$ cat config.mk
export PLATFORM = sky130hd
export DESIGN_NAME = serial_cell_der_a_izq
export DESIGN_NICKNAME = d
export VERILOG_FILES = /design/src/rtl/serial_cell_der_a_izq.sv
export SDC_FILE = /design/constraint.sdc
export NUM_CORES = 1
export LEC_CHECK = 0
export ABC_CLOCK_PERIOD_IN_PS = 1700
export BUFFER_PORTS_ARGS = -buffer_cell sky130_fd_sc_hd__buf_4
export CAP_MARGIN = 20
export CORE_ASPECT_RATIO = 0.75
export CORE_MARGIN = 4
export CORE_UTILIZATION = 27
export CTS_CLUSTER_DIAMETER = 120
export DETAILED_ROUTE_END_ITERATION = 10
export GPL_TIMING_DRIVEN = 0
export MAX_ROUTING_LAYER = met4
export SLEW_MARGIN = 20
export SYNTH_ARGS = -nofsm -noshare
export SYNTH_HDL_FRONTEND = slang
export SYNTH_SLANG_ARGS = --single-unit
$ cat constraint.sdc
create_clock -name clk -period 1.7 [get_ports clk]
set_input_delay 0.34 -clock clk [delete_from_list [all_inputs] [get_ports clk]]
set_output_delay 0.34 -clock clk [all_outputs]
set_load 0.1 [all_outputs]
$ cat src/rtl/serial_cell_der_a_izq.sv
// Bit-serial magnitude comparator. Operand pairs (x,y) arrive MSB first, one per
// bit_valid/bit_ready handshake. The initial, typical and final cells of the
// iterative comparator are folded into a single four-state FSM. {A,B} selects
// the result: 00 equal, 01 greater, 10 less, 11 greater-or-equal.
// Optional feature: define SERIAL_CELL_EARLY_DECIDE_EN to end the operation at
// the first differing pair instead of always consuming all N pairs.
module serial_cell_der_a_izq #(
  parameter int unsigned N  = 8,
  parameter int unsigned CW = 4
) (
  input  logic          clk,
  input  logic          rst_n,
  input  logic          start,
  input  logic          A,
  input  logic          B,
  input  logic          x,
  input  logic          y,
  input  logic          bit_valid,
  output logic          bit_ready,
  output logic          busy,
  output logic [CW-1:0] idx,
  output logic          f,
  output logic          done
);

  typedef enum logic [1:0] {StIdle, StInit, StRun, StFinal} state_e;

  localparam logic [CW-1:0] LastIdx = CW'(N - 1);

  state_e        state_q, state_d;
  logic          a_q, a_d, b_q, b_d;
  logic          eq_q, eq_d, gt_q, gt_d, lt_q, lt_d;
  logic [CW-1:0] idx_q, idx_d;
  logic          f_q, f_d;
  logic          done_q, done_d;

  // State and datapath registers, cleared asynchronously.
  always_ff @(posedge clk or negedge rst_n) begin
    if (!rst_n) begin
      state_q <= StIdle;
      a_q     <= 1'b0;
      b_q     <= 1'b0;
      eq_q    <= 1'b1;
      gt_q    <= 1'b0;
      lt_q    <= 1'b0;
      idx_q   <= '0;
      f_q     <= 1'b0;
      done_q  <= 1'b0;
    end else begin
      state_q <= state_d;
      a_q     <= a_d;
      b_q     <= b_d;
      eq_q    <= eq_d;
      gt_q    <= gt_d;
      lt_q    <= lt_d;
      idx_q   <= idx_d;
      f_q     <= f_d;
      done_q  <= done_d;
    end
  end

  // Next-state logic: one cell evaluation per accepted pair.
  always_comb begin
    state_d = state_q;
    a_d     = a_q;
    b_d     = b_q;
    eq_d    = eq_q;
    gt_d    = gt_q;
    lt_d    = lt_q;
    idx_d   = idx_q;
    f_d     = f_q;
    done_d  = 1'b0;
    unique case (state_q)
      StIdle: begin
        if (start) begin
          a_d     = A;
          b_d     = B;
          state_d = StInit;
        end
      end
      StInit: begin
        eq_d    = 1'b1;
        gt_d    = 1'b0;
        lt_d    = 1'b0;
        idx_d   = '0;
        state_d = StRun;
      end
      StRun: begin
        if (bit_valid) begin
          idx_d = idx_q + 1'b1;
          // The first differing pair (MSB first) decides; later pairs are don't-care.
          if (eq_q) begin
            if (x && !y) begin
              gt_d = 1'b1;
              eq_d = 1'b0;
            end else if (!x && y) begin
              lt_d = 1'b1;
              eq_d = 1'b0;
            end
          end
          if (idx_q == LastIdx) state_d = StFinal;
`ifdef SERIAL_CELL_EARLY_DECIDE_EN
          if (eq_q && (x != y)) state_d = StFinal;
`endif
        end
      end
      StFinal: begin
        unique case ({a_q, b_q})
          2'b00: f_d = eq_q;
          2'b01: f_d = gt_q;
          2'b10: f_d = lt_q;
          2'b11: f_d = gt_q | eq_q;
        endcase
        done_d  = 1'b1;
        state_d = StIdle;
      end
    endcase
  end

  // Outputs decoded from the state register.
  always_comb begin
    bit_ready = (state_q == StRun);
    busy      = (state_q == StInit) || (state_q == StRun);
    idx       = idx_q;
    f         = f_q;
    done      = done_q;
  end

endmodule

==> results of run 1 <==
-- layer usage --
metal	GRT usage	vias to the layer above	share of wire
li1	-	274	-
met1	0.111	264	0.47
met2	0.147	10	0.45
met3	0.0376	5	0.051
met4	0.0583	0	0.029
met5	-	-	0
-- stage by stage --
| step | setup slack [ns] | cell area [um^2] | TNS (ns) | cells |
|---|---|---|---|---|
| after floorplan | -0.0307 | 768 | -0.0307 | 68 |
| final | 0.0855 | 1000 | 0 | 123 |
| after CTS | 0.0227 | 1000 | 0 | 123 |
| after global routing | 0.0401 | 1000 | 0 | 123 |
| after detailed placement | 0.117 | 918 | 0 | 118 |
| after global placement | 0.134 | 918 | 0 | 118 |
-- cell usage after synthesis --
library cell,n,area share
a21oi_1,1,0.0067
a221oi_1,1,0.012
a31oi_1,3,0.025
and3b_1,3,0.035
buf_2,1,0.0067
dfrtp_1,12,0.40
dfstp_2,1,0.035
ha_1,9,0.15
inv_1,6,0.030
mux2_2,2,0.030
mux2_4,1,0.020
mux2i_1,2,0.027
nand2_1,7,0.035
nand2b_1,1,0.0084
nand2b_2,1,0.012
nand4_1,1,0.0084
nor2_1,2,0.010
o21ai_0,7,0.047
o221a_4,1,0.027
o2bb2ai_1,1,0.012
o32a_2,1,0.015
xnor2_1,2,0.023
xor2_1,2,0.023
-- cell type report --
type                    instances  area (um^2)  share of cell area
plain buffers                   1         5.00             0.00500
clock buffers                   4         45.0              0.0450
inverters                       6         22.5              0.0225
multi-input cells              48          419               0.419
flip-flops and latches         13          333               0.332
well taps                      36         45.0              0.0450
repair buffers                 15          131               0.131
-- repair_timing --
item,CTS,global route
resized for setup,6,1
hold endpoints to repair,12,0
endpoints found under the setup margin,1,2
hold buffers,1,0
-- worst max-delay path, stage by stage, from the launching register on --
cell and delay (ns):
dfrtp_2 0.42, inv_1 0.11, ha_4 0.32, buf_12 0.17
-- cells by family (layout without fill, tap and decap cells) --
group,after synthesis,in the layout,share of synthesized area
buffers and inverters,7,26,0.0368
adder cells (fa/ha/maj),9,9,0.151
AO/OA/AOI/OAI,15,15,0.144
flip-flops,13,13,0.436
multiplexers,5,5,0.0769
AND/OR/NAND/NOR,15,15,0.109
XOR/XNOR,4,4,0.0468
-- registers in the layout, indices dropped and copies added, names as in the netlist --
name / cells
eq_q: 1
gt_q: 1
a_q: 1
state_q: 2
idx: 4
lt_q: 1
done: 1
b_q: 1
f: 1
-- worst min-delay path by stage --
stage / start / endpoint / slack, ns / cells past startpoint
floorplan: rst_n / a_q / 0.04 / 0
global placement: rst_n / a_q / 0.19 / 1
detailed placement: rst_n / a_q / 0.19 / 1
CTS: A / a_q / 0.33 / 2
global route: B / b_q / 0.33 / 2
finish: A / a_q / 0.34 / 2
==> flow_metrics.env, run 1 <==
export IMPL_crit_end="busy"
export IMPL_die_area_um2=3690
export IMPL_ys_types=23
export IMPL_setup_worst_path_class="reg2out"
export IMPL_die_x_um=68.8
export IMPL_fmaxAchievable_ghz=0.619
export IMPL_start_kind="flop"
export IMPL_timing_slew_headroom=0.815
export IMPL_layout_common_cells="buf_4, nand2_1, o21ai_0, ha_1, dfrtp_1"
export IMPL_number_of_nets_in_the_layout=105
export IMPL_worst_r2r_endpoint="state_q[1]"
export IMPL_post_drt_via_cell_ratio=4.50
export IMPL_hold_path_class="in2reg"
export IMPL_report_final_hold_viol_count=0
export IMPL_timing_critical_path_fanout_max=5
export IMPL_grt_total_usage=0.0980
export IMPL_final_util=0.382
export IMPL_run_status="finished clean"
export IMPL_fp_coreArea_um2=2620
export IMPL_routabilityCongestion=0.803
export IMPL_max_cap_violations=0
export IMPL_yosys_register_bits=13
export IMPL_number_of_h_tree_levels=1
export IMPL_routed_wirelength_um=1440
export IMPL_layout_drive_gt1_share=0.379
export IMPL_start_util=0.285
export IMPL_cts_root_to_sink_buffers=2
export IMPL_tritoncts="yes"
export IMPL_portbufs=14
export IMPL_reg2reg_depth=5
export IMPL_grt_antenna_before_repair=0
export IMPL_grt_pass1_wl_um=2480
export IMPL_routed_wire_length_per_instance_um=11.7
export IMPL_timing_critical_path_arrival_ns=1.27
export IMPL_grt_overflow_total=0
export IMPL_crit_path_end_kind="output port"
export IMPL_cts_clk_slew_worst_paths_ns=0.05
export IMPL_rsz0062_at_grt="false"
export IMPL_finClkSkew_ns=0.00491
export IMPL_worst_setup_path_startpoint="state_q[1]"
export IMPL_height_of_the_chip_um=53.6
export IMPL_first_global_vias=562
export IMPL_clockRootBuffer="clkbuf_8"
export IMPL_cts_repair_timing_setup_buffer_count=0
export IMPL_maxSlewViolCount=0
export IMPL_regToRegStartpoint="state_q[0]"
export IMPL_commonest_non_fill_non_tap_cell_in_the_layout="buf_4"
export IMPL_sequential_cell_area_fraction_in_the_yosys_report=0.436
export IMPL_first_pass_iters=4
export IMPL_area_added_between_synthesis_and_finish_pct=33.8
export IMPL_layout_worst_path_cycle_share=0.950
export IMPL_pin_count=16
export IMPL_maximum_number_of_pins_on_one_net_before_global_route_repair=14
export IMPL_syn_num_nets=85
export IMPL_detail_route_antenna_nets=0
export IMPL_drtIter0Drc=45
export IMPL_period_minus_slack_ns=1.61
export IMPL_synth_yosys_warnings=0
export IMPL_worst_hold_slack_ns=0.336
export IMPL_worst_endpoint_required_ns=1.36
export IMPL_fill_cells=264
export IMPL_route_detailed_drc=0
export IMPL_final_setup_viol_count=0
export IMPL_mappedNetlistArea_um2=748
export IMPL_worstSkewPairLatency_ns=0.25
export IMPL_syn_area_per_cell_um2=11.0
export IMPL_cts_sink_count=13
export IMPL_floorplan_rows=16
export IMPL_r2r_setup_slack_ns=0.16
export IMPL_synthesis_instances=68
export IMPL_dp_final_hpwl_um=1140
export IMPL_route_vias_total=553
export IMPL_max_slew_worst_pin_slew_ns=0.276
export IMPL_diodes=0
export IMPL_cts_buffers_inserted=3
Power of run 1 is not shown: default switching activity piles up to over one toggle a cycle in this logic, so the estimate is an artifact.
==> run 2: changes to the inputs <==
- ABC_CLOCK_PERIOD_IN_PS: 1700 -> 1900
- CELL_PAD_IN_SITES_DETAIL_PLACEMENT: unset -> 1
- CELL_PAD_IN_SITES_GLOBAL_PLACEMENT: unset -> 2
- PLACE_DENSITY_LB_ADDON: unset -> 0.3
- clock period: 1.7 -> 1.9 ns (I/O delays scaled with it)
==> run 2 against run 1 <==
  * Wire length rose by 16%
  * Core utilization fell by 0.86 points
  * Non-clock buffer count did not move
  * Flip-flop and latch count did not move
  * Die area did not move
  * First-iteration DRC count fell by 27%
  * Cell count did not move
  * Global-route usage rose by 1.4 points
  * Register-to-register slack improved by 0.15 ns
==> flow_metrics.env, run 2 (same netlist as run 1, synthesis figures left out) <==
export IMPL_hold_path_class="in2reg"
export IMPL_detail_route_antenna_nets=0
export IMPL_pin_count=16
export IMPL_cts_clk_slew_worst_paths_ns=0.06
export IMPL_crit_end="busy"
export IMPL_timing_setup_tns_ns=0
export IMPL_period_minus_slack_ns=1.84
export IMPL_die_x_um=68.8
export IMPL_max_slew_worst_pin_slew_ns=0.306
export IMPL_final_setup_viol_count=0
export IMPL_timing_critical_path_fanout_max=5
export IMPL_worst_hold_slack_ns=0.377
export IMPL_start_kind="flop"
export IMPL_layout_worst_path_cycle_share=0.966
export IMPL_number_of_nets_in_the_layout=105
export IMPL_cts_buffers_inserted=3
export IMPL_multiInputGateArea_um2=409
export IMPL_routed_wire_length_per_instance_um=13.6
export IMPL_layout_common_cells="buf_4, dfrtp_1, nand2_1, o21ai_0, ha_1"
export IMPL_start_util=0.285
export IMPL_grt_antenna_before_repair=0
export IMPL_grt_overflow_total=0
export IMPL_max_cap_violations=0
export IMPL_setup_worst_path_class="reg2out"
export IMPL_route_vias_total=555
export IMPL_crit_path_end_kind="output port"
export IMPL_worst_setup_path_startpoint="state_q[1]"
export IMPL_fmaxAchievable_ghz=0.545
export IMPL_cts_root_to_sink_buffers=2
export IMPL_rsz0062_at_grt="false"
export IMPL_layout_drive_gt1_share=0.333
export IMPL_r2r_setup_slack_ns=0.31
export IMPL_regToRegStartpoint="state_q[0]"
export IMPL_diodes=0
export IMPL_finClkSkew_ns=0.00798
export IMPL_portbufs=14
export IMPL_layout_area_seq_um2=329
export IMPL_fp_coreArea_um2=2620
export IMPL_grt_total_usage=0.112
export IMPL_worstSkewPairLatency_ns=0.24
export IMPL_commonest_non_fill_non_tap_cell_in_the_layout="buf_4"
export IMPL_timing_slew_headroom=0.795
export IMPL_worst_endpoint_required_ns=1.52
export IMPL_drtIter0Drc=33
export IMPL_report_final_hold_viol_count=0
export IMPL_clockRootBuffer="clkbuf_8"
export IMPL_dp_final_hpwl_um=1330
export IMPL_post_drt_via_cell_ratio=4.51
export IMPL_height_of_the_chip_um=53.6
export IMPL_floorplan_rows=16
export IMPL_maxSlewViolCount=0
export IMPL_number_of_h_tree_levels=1
export IMPL_die_area_um2=3690
export IMPL_largest_reg_flops=4
export IMPL_first_global_vias=565
export IMPL_maximum_number_of_pins_on_one_net_before_global_route_repair=14
export IMPL_reg2reg_depth=5
export IMPL_timing_critical_path_arrival_ns=1.46
export IMPL_cts_repair_timing_setup_buffer_count=0
export IMPL_grt_pass1_wl_um=2770
export IMPL_first_pass_iters=4
export IMPL_dpl_worst_slack_ns=0.268
export IMPL_worst_r2r_endpoint="state_q[1]"
export IMPL_run_status="finished clean"
export IMPL_fill_cells=302
export IMPL_routabilityCongestion=0.682
export IMPL_route_detailed_drc=0
export IMPL_final_util=0.373
export IMPL_setup_ws_ns=0.0643
export IMPL_cts_sink_count=13
export IMPL_area_added_between_synthesis_and_finish_pct=30.8
export IMPL_tritoncts="yes"
export IMPL_routed_wirelength_um=1670
run 2: cell count changes in the layout (fill, tap and decap cells not counted):
| cell | change |
|---|---|
| buf_12 | -1 |
| buf_4 | +1 |
| inv_1 | +1 |
| buf_6 | -1 |
| dfrtp_1 | +3 |
| inv_2 | -1 |
| dfrtp_2 | -3 |
| ha_2 | +1 |
| buf_8 | +1 |
| ha_4 | -1 |
run 2: repair_timing:
| action | 4_1_cts | 5_1_grt |
|---|---|---|
| setup endpoints to repair | 1 | 1 |
| gates resized for setup | 1 | 2 |
| cloned | 0 | 0 |
| hold buffers | 1 | 0 |
| hold endpoints to repair | 12 | 0 |
run 2: stage by stage:
step / cell area [um^2] / cells
finish: 978 / 123
global route: 978 / 123
CTS: 972 / 123
detailed placement: 913 / 118
global placement: 913 / 118
floorplan: 763 / 68
run 2: layout make-up:
cell class                 count  share of cell area
timing repair buffer          15               0.125
multi-input combinational     48               0.418
clock buffer                   4              0.0460
buffer                         1             0.00512
sequential                    13               0.336
tap                           36              0.0460
inverter                       6              0.0230
run 2: metal layers:
metal / global-route usage / routed length, um / vias to the layer above
met2: 0.132 / 634 / 14
met3: 0.0376 / 69 / 2
met1: 0.169 / 938 / 265
met4: 0.0388 / 25 / 0
met5: - / 0 / -
li1: - / - / 274
run 2: how the worst min path moves through the flow:
stage                     start  endpoint  slack (ns)  depth (start not counted)
after CTS                     B       b_q        0.37                          2
after global routing          B       b_q        0.36                          2
final                         B       b_q        0.38                          2
after global placement    rst_n    idx[3]        0.24                          1
after floorplan           rst_n       a_q        0.08                          0
after detailed placement  rst_n    idx[3]        0.24                          1
run 2: critical path, stage by stage (launching register included):
cell	delay, ns
dfrtp_1	0.48
inv_1	0.12
ha_2	0.40
buf_8	0.21
Power of run 2 is left out for the same reason.
